**src/rtl/fetch_pkg.sv**
```systemverilog
`default_nettype none
// ============================================================================
// Module   : fetch_pkg
// Purpose  : Shared constants, tag type and saturating-add helper for the
//            fetch latency buffer.
// Revision : 1.0  initial release
// ============================================================================
package fetch_pkg;

    localparam logic [31:0] NOP_INSTR = 32'h0000_0013;

    localparam int LAT_MIN = 1;
    localparam int LAT_MAX = 4;

    typedef struct packed {
        logic        valid;
        logic [31:0] pc;
    } fetch_tag_t;

    function automatic logic [31:0] sat_add32(input logic [31:0] a, input logic [31:0] b);
        logic [32:0] sum;
        sum = {1'b0, a} + {1'b0, b};
        return sum[32] ? 32'hFFFF_FFFF : sum[31:0];
    endfunction

endpackage
`default_nettype wire

```
**src/rtl/fetch_resp_fifo.sv**
```systemverilog
`default_nettype none
// ============================================================================
// Module   : fetch_resp_fifo
// Purpose  : DEPTH x WIDTH synchronous circular FIFO with flush, occupancy
//            count and simultaneous push/pop at any fill level.
// Revision : 1.0  initial release
// ============================================================================
module fetch_resp_fifo #(
    parameter int DEPTH = 4,
    parameter int WIDTH = 64
) (
    input  logic                       clk,
    input  logic                       rst,
    input  logic                       flush_i,
    input  logic                       push_i,
    input  logic [WIDTH-1:0]           push_data_i,
    input  logic                       pop_i,
    output logic [WIDTH-1:0]           head_o,
    output logic [$clog2(DEPTH+1)-1:0] count_o,
    output logic                       empty_o
);
    localparam int CNT_W = $clog2(DEPTH + 1);
    localparam int PTR_W = (DEPTH > 1) ? $clog2(DEPTH) : 1;

    logic [WIDTH-1:0] mem_q [DEPTH];
    logic [WIDTH-1:0] mem_d [DEPTH];
    logic [PTR_W-1:0] wr_ptr_q, wr_ptr_d;
    logic [PTR_W-1:0] rd_ptr_q, rd_ptr_d;
    logic [CNT_W-1:0] count_q, count_d;
    logic             do_push;
    logic             do_pop;

    // Explicit wrap so non-power-of-two depths work.
    function automatic logic [PTR_W-1:0] ptr_inc(input logic [PTR_W-1:0] p);
        return (p == PTR_W'(DEPTH - 1)) ? '0 : p + PTR_W'(1);
    endfunction

    always_comb begin
        mem_d    = mem_q;
        wr_ptr_d = wr_ptr_q;
        rd_ptr_d = rd_ptr_q;
        count_d  = count_q;
        do_pop   = pop_i && (count_q != '0);
        do_push  = push_i && ((count_q != CNT_W'(DEPTH)) || do_pop);
        if (flush_i) begin
            wr_ptr_d = '0;
            rd_ptr_d = '0;
            count_d  = '0;
        end else begin
            if (do_push) begin
                mem_d[wr_ptr_q] = push_data_i;
                wr_ptr_d        = ptr_inc(wr_ptr_q);
            end
            if (do_pop) begin
                rd_ptr_d = ptr_inc(rd_ptr_q);
            end
            if (do_push && !do_pop) begin
                count_d = count_q + CNT_W'(1);
            end else if (!do_push && do_pop) begin
                count_d = count_q - CNT_W'(1);
            end
        end
    end

    always_ff @(posedge clk) begin
        if (rst) begin
            for (int i = 0; i < DEPTH; i++) begin
                mem_q[i] <= '0;
            end
            wr_ptr_q <= '0;
            rd_ptr_q <= '0;
            count_q  <= '0;
        end else begin
            mem_q    <= mem_d;
            wr_ptr_q <= wr_ptr_d;
            rd_ptr_q <= rd_ptr_d;
            count_q  <= count_d;
        end
    end

    assign head_o  = mem_q[rd_ptr_q];
    assign count_o = count_q;
    assign empty_o = (count_q == '0);

endmodule
`default_nettype wire

```
**src/rtl/fetch_latency_buffer.sv**
```systemverilog
`default_nettype none
// ============================================================================
// Module   : fetch_latency_buffer
// Purpose  : Issues fetches to a fixed-latency BRAM, tracks them in a tag pipe
//            and queues responses; redirect kills all stale instructions.
//            Optional macro FETCH_PERF_CNT_EN adds perf counter outputs.
// Revision : 1.0  initial release
// ============================================================================
module fetch_latency_buffer
    import fetch_pkg::*;
#(
    parameter int          LAT   = 2,
    parameter int          DEPTH = 4,
    parameter logic [31:0] NOP   = NOP_INSTR
) (
    input  logic        clk,
    input  logic        rst,
    input  logic [31:0] req_pc_i,
    input  logic        req_valid_i,
    output logic        req_ready_o,
    input  logic        redirect_i,
    input  logic        deq_i,
    output logic [31:0] instr_o,
    output logic [31:0] instr_pc_o,
    output logic        instr_valid_o,
    output logic        mem_en_o,
    output logic [31:0] mem_addr_o,
    input  logic [31:0] mem_rdata_i
`ifdef FETCH_PERF_CNT_EN
    ,
    output logic [31:0] perf_issued_o,
    output logic [31:0] perf_killed_o,
    output logic [31:0] perf_bubble_o
`endif
);
    localparam int CNT_W = $clog2(DEPTH + 1);
    localparam int OUT_W = $clog2(LAT + DEPTH + 1);

    generate
        if (LAT < LAT_MIN || LAT > LAT_MAX || DEPTH < LAT + 1) begin : g_bad_params
            $error("fetch_latency_buffer: illegal LAT/DEPTH combination");
        end
    endgenerate

    fetch_tag_t       tag_q [LAT];
    fetch_tag_t       tag_d [LAT];
    logic [OUT_W-1:0] tags_valid_cnt;
    logic [OUT_W-1:0] outstanding;
    logic [CNT_W-1:0] fifo_count;
    logic [63:0]      fifo_head;
    logic             fifo_empty;
    logic             issue;
    logic             resp_push;
    logic             resp_pop;

    // Credit: every in-flight tag already owns a FIFO slot, so pushes never overflow.
    always_comb begin
        tags_valid_cnt = '0;
        for (int i = 0; i < LAT; i++) begin
            tags_valid_cnt = tags_valid_cnt + OUT_W'(tag_q[i].valid);
        end
        outstanding = tags_valid_cnt + OUT_W'(fifo_count);
        issue       = req_valid_i && !redirect_i && !rst && (outstanding < OUT_W'(DEPTH));
    end

    always_comb begin
        tag_d = tag_q;
        for (int i = LAT - 1; i > 0; i--) begin
            tag_d[i] = tag_q[i - 1];
        end
        tag_d[0].valid = issue;
        tag_d[0].pc    = issue ? req_pc_i : '0;
        if (redirect_i) begin
            for (int i = 0; i < LAT; i++) begin
                tag_d[i].valid = 1'b0;
            end
        end
    end

    always_ff @(posedge clk) begin
        if (rst) begin
            for (int i = 0; i < LAT; i++) begin
                tag_q[i] <= '0;
            end
        end else begin
            tag_q <= tag_d;
        end
    end

    assign resp_push = tag_q[LAT-1].valid && !redirect_i;
    assign resp_pop  = deq_i && !redirect_i;

    fetch_resp_fifo #(
        .DEPTH (DEPTH),
        .WIDTH (64)
    ) u_resp_fifo (
        .clk         (clk),
        .rst         (rst),
        .flush_i     (redirect_i),
        .push_i      (resp_push),
        .push_data_i ({tag_q[LAT-1].pc, mem_rdata_i}),
        .pop_i       (resp_pop),
        .head_o      (fifo_head),
        .count_o     (fifo_count),
        .empty_o     (fifo_empty)
    );

    assign req_ready_o   = issue;
    assign mem_en_o      = issue;
    assign mem_addr_o    = issue ? {req_pc_i[31:2], 2'b00} : '0;
    assign instr_valid_o = !fifo_empty;
    assign instr_o       = fifo_empty ? NOP : fifo_head[31:0];
    assign instr_pc_o    = fifo_empty ? '0 : fifo_head[63:32];

`ifdef FETCH_PERF_CNT_EN
    logic [31:0] perf_issued_q, perf_issued_d;
    logic [31:0] perf_killed_q, perf_killed_d;
    logic [31:0] perf_bubble_q, perf_bubble_d;

    // Everything counted in outstanding is discarded by a redirect.
    always_comb begin
        perf_issued_d = perf_issued_q;
        perf_killed_d = perf_killed_q;
        perf_bubble_d = perf_bubble_q;
        if (issue) begin
            perf_issued_d = sat_add32(perf_issued_q, 32'd1);
        end
        if (redirect_i) begin
            perf_killed_d = sat_add32(perf_killed_q, 32'(outstanding));
        end
        if (deq_i && fifo_empty) begin
            perf_bubble_d = sat_add32(perf_bubble_q, 32'd1);
        end
    end

    always_ff @(posedge clk) begin
        if (rst) begin
            perf_issued_q <= '0;
            perf_killed_q <= '0;
            perf_bubble_q <= '0;
        end else begin
            perf_issued_q <= perf_issued_d;
            perf_killed_q <= perf_killed_d;
            perf_bubble_q <= perf_bubble_d;
        end
    end

    assign perf_issued_o = perf_issued_q;
    assign perf_killed_o = perf_killed_q;
    assign perf_bubble_o = perf_bubble_q;
`endif

endmodule
`default_nettype wire
```
**config.mk**
```make
export PLATFORM = sky130hd
export DESIGN_NAME = fetch_latency_buffer
export DESIGN_NICKNAME = d
export VERILOG_FILES = /design/src/rtl/fetch_pkg.sv /design/src/rtl/fetch_resp_fifo.sv /design/src/rtl/fetch_latency_buffer.sv
export SDC_FILE = /design/constraint.sdc
export NUM_CORES = 1
export LEC_CHECK = 0
export BUFFER_PORTS_ARGS = -buffer_cell sky130_fd_sc_hd__buf_2
export CAP_MARGIN = 20
export CORE_ASPECT_RATIO = 0.8
export CORE_UTILIZATION = 59
export DETAILED_ROUTE_END_ITERATION = 8
export PLACE_DENSITY_LB_ADDON = 0.3
export SLEW_MARGIN = 30
export SYNTH_ARGS = -nofsm -noshare
export SYNTH_HDL_FRONTEND = slang
export SYNTH_SLANG_ARGS = --single-unit
export TNS_END_PERCENT = 30
```
**constraint.sdc**
```tcl
create_clock -name clk -period 2.85 [get_ports clk]
set_input_delay 0.4275 -clock clk [delete_from_list [all_inputs] [get_ports clk]]
set_output_delay 0.4275 -clock clk [all_outputs]
set_load 0.01 [all_outputs]
```
==> key figures <==
Timing
  • Min Tclk post-route: 2733 ps
  • Rel. slew slack: 53.40%
  • Final hold vios: 0
  • Hold WS: 174.6 ps
  • Max Clock Skew: 16.27 ps
  • Setup tns final: 0 ps
  • Pins Over Slew Limit: 0
  • Actual slew at the worst max-slew pin: 697.1 ps
  • Final period util: 95.91%
  • RSZ-0062 raised after global routing: false
  • # setup viols final: 0
  • F_max: 0.3658 GHz

GRT
  • Vias in the first global route: 9422
  • Largest net degree at the start of global routing: 177
  • Congestion Overflow GR: 0
  • Initial antenna violation count: 0
  • First-pass GRT wire length: 48.93 mm
  • All-Layer GR Usage: 23.94%

Clock tree
  • Clk sinks: 329
  • Total CTS buffers: 34
  • Post-CTS Hold Buffers: 0
  • Root Buffer: clkbuf_16
  • Clk buf depth: 3
  • CTS H-tree lvls: 2
  • Clock slew at reported path FFs: 60 ps
  • CTS tree: done
  • Clock Latency Late Sink: 500 ps

Finish
  • Ant. Diodes: 0
  • Area occupied by registers: 0.006593 mm^2
  • Fin nets: 1520
  • Area Overhead vs Synth: 14.73%
  • Area of the multi-input gates: 0.007500 mm^2
  • Filler cells: 1803
  • Share of cells above drive strength 1: 22.30%

Critical path
  • CP required: 2420 ps
  • CP delay by family, top: flip-flops
  • R2R Path End: u_resp_fifo.count_o[2]
  • Max stage delay on crit path: 600 ps
  • Critical Path End Type: primary output
  • CP Max Fanout: 16
  • Worst-case reg-to-reg path depth: 8
  • Crit path buf inv count: 2
  • Critical path class: flop to primary output
  • CP Data Arrival Time: 2310 ps
  • Worst setup SP type: flop
  • Slowest-stage cell, CP: dfxtp_4
  • R2r setup slk: 610 ps
  • Critical path startpoint: u_resp_fifo.rd_ptr_q[0]
  • Critical R2R Launch: u_resp_fifo.count_o[2]
  • Worst-path cell chain: buf_4, mux4_2, and2_1, buf_2

Drt
  • Post-DRT Antenna Nets: 0
  • Iter 0 DRT Violations: 545
  • WL final: 30.30 mm
  • Wire length per cell: 17.02 um
  • Post-DR vias/cell: 5.435
  • Total number of vias: 9675
  • Drt pass-1 iters: 6
  • Post-route DRC: 0

Worst hold path
  • Worst hold path depth: 3
  • Worst hold path type: input port to flop
  • Hold Path Sink: tag_d[26]
  • Hold Startpoint: req_pc_i[26]

Power and ir drop
  • Combinational share of power: 3.5%
  • Sw frac: 20.54%
  • Design Power: 9421 uW
  • Reg power frac: 49.2%
  • Internal power: 7486 uW
  • Lkg Pwr: 0.007631 uW
  • Clock network power share: 47.4%
  • Peak supply drop: 0.3437 mV
  • P_sw: 1935 uW
  • PD cells: 556.6 mW/mm^2

Synthesis
  • Share of Yosys cell area claimed by the top area cell type: 44.64%
  • Synth cell types: 31
  • Synth area leaders: dfxtp_1, mux2i_1, nand2b_1, mux4_2, a211oi_1
  • Number of synthesized flops with an enable pin: 0
  • Netlist Area Pre-Place: 0.01475 mm^2
  • Synthesis warning total: 0
  • #FFs+latches synth: 329
  • FFs w/ async S/R, synth: 0%
  • Area leader, netlist: dfxtp_1
  • Mapped Cells: 1324
  • Top FF cell, synth: dfxtp_1
  • Syn Area/Cell: 11.14 um^2
  • Post-synthesis sequential area ratio: 44.64%

Floorplan
  • Core Box Area: 0.02444 mm^2
  • Starting Density: 60.36%
  • Number of cell rows: 51
  • I/O pin count: 168
  • Die width: 178.8 um
  • Die Height: 143.4 um
  • Die area: 0.02565 mm^2

Run status
  • Status: finished clean

Place
  • Number of I/O port buffers: 165
  • Post-DP HPWL: 19.44 mm
  • Routability cong.: 0.7740

Flow run
  • Max cap viols: 0
==> sequential cells by signal, summed over array words and instances, names as in the netlist <==
signal                flops
tag_q                    34
tag_d                    32
u_resp_fifo.count_o       3
u_resp_fifo.mem_q       256
u_resp_fifo.rd_ptr_q      2
u_resp_fifo.wr_ptr_q      2
==> cell usage in the layout (no fill, tap or decap), types with 4 or more instances in the layout <==
| master | n |
|---|---|
| and2_1 | 63 |
| clkbuf_1 | 7 |
| mux4_2 | 64 |
| clkbuf_16 | 35 |
| dfxtp_1 | 326 |
| mux2i_1 | 257 |
| buf_4 | 18 |
| nor2b_1 | 33 |
| buf_2 | 164 |
| or2_2 | 5 |
| a21oi_1 | 4 |
| nor2_1 | 4 |
| clkbuf_8 | 4 |
| a211oi_1 | 59 |
| buf_12 | 11 |
| nand2b_1 | 320 |
| inv_1 | 35 |
| bufinv_16 | 4 |
| ha_1 | 7 |
==> cell usage after synthesis, types with 3 or more instances <==
| cell type | count |
|---|---|
| dfxtp_1 | 329 |
| nand2b_1 | 320 |
| mux2i_1 | 257 |
| clkbuf_1 | 71 |
| mux4_2 | 64 |
| and2_1 | 63 |
| a211oi_1 | 62 |
| inv_1 | 36 |
| nor2b_1 | 33 |
| buf_6 | 18 |
| buf_4 | 11 |
| buf_2 | 9 |
| ha_1 | 7 |
| nand3_1 | 6 |
| or2_2 | 5 |
| a21oi_1 | 4 |
| nor2_1 | 4 |
| buf_1 | 3 |
| nand2_1 | 3 |
| o31ai_1 | 3 |
==> metrics by stage <==
step / std cells / instance area, um^2 / util, % / setup WS [ps]
3_5_place_dp: 1724 / 15770 / 64.51 / 371.9
6_report: 1780 / 16930 / 69.26 / 116.6
5_1_grt: 1780 / 16930 / 69.26 / 29.42
3_3_place_gp: 1724 / 15770 / 64.51 / 386.0
2_1_floorplan: 1325 / 14760 / - / 587.9
4_1_cts: 1780 / 16910 / 69.17 / 4.754
==> worst min-delay path, delay by kind of cell <==
kind	cells	cell delay (ps)
AOI/OAI and AO/OA	1	50
buffers and inverters	2	150
==> kinds of logic (layout without fill, tap and decap cells) <==
family,Yosys count,after routing,synth area share [%]
flops,329,329,44.64
fa+ha+maj,8,8,0.7293
simple gates,442,442,18.62
mux,321,321,27.21
compound gates,73,73,3.613
xor+xnor,2,2,0.1188
other cells,1,2,0.02542
buf+inv,148,285,5.038
==> cell type report <==
class	count	area share, %
flip-flops and latches	329	38.95
clock inverters	9	0.9092
well taps	318	2.351
clock buffers	46	5.655
inverters	36	0.8131
multi-input cells	848	44.31
repair buffers	194	7.015
==> worst max path at each step <==
stage	end	slack [ps]	cells after the start
6_report	instr_o[25]	120	4
3_5_place_dp	instr_o[25]	370	4
4_1_cts	instr_o[27]	5	4
2_1_floorplan	req_ready_o	590	7
3_3_place_gp	instr_o[25]	390	4
5_1_grt	instr_o[21]	30	4
==> power groups by stage <==
stage          Clock [uW]  Combinational [uW]  Sequential (uW)
5_1_grt              4750                 359             4630
3_3_place_gp            0                 322             4730
6_report             4460                 328             4630
2_1_floorplan           0                 222             4730
3_5_place_dp            0                 326             4730
4_1_cts              4560                 329             4630
==> metal layers <==
metal / vias to the layer above / wire length (um) / GRT usage [%]
li1: 4740 / - / -
met1: 4698 / 14810 / 34.49
met2: 197 / 13790 / 38.04
met3: 40 / 1269 / 3.386
met4: 0 / 424 / 5.397
met5: - / 0 / 0
==> repair_timing <==
action	CTS	global route
buffers inserted	1	0
resized for setup	2	5
endpoints found under the setup margin	93	69
Note: power is estimated with default switching activity, not from simulation.
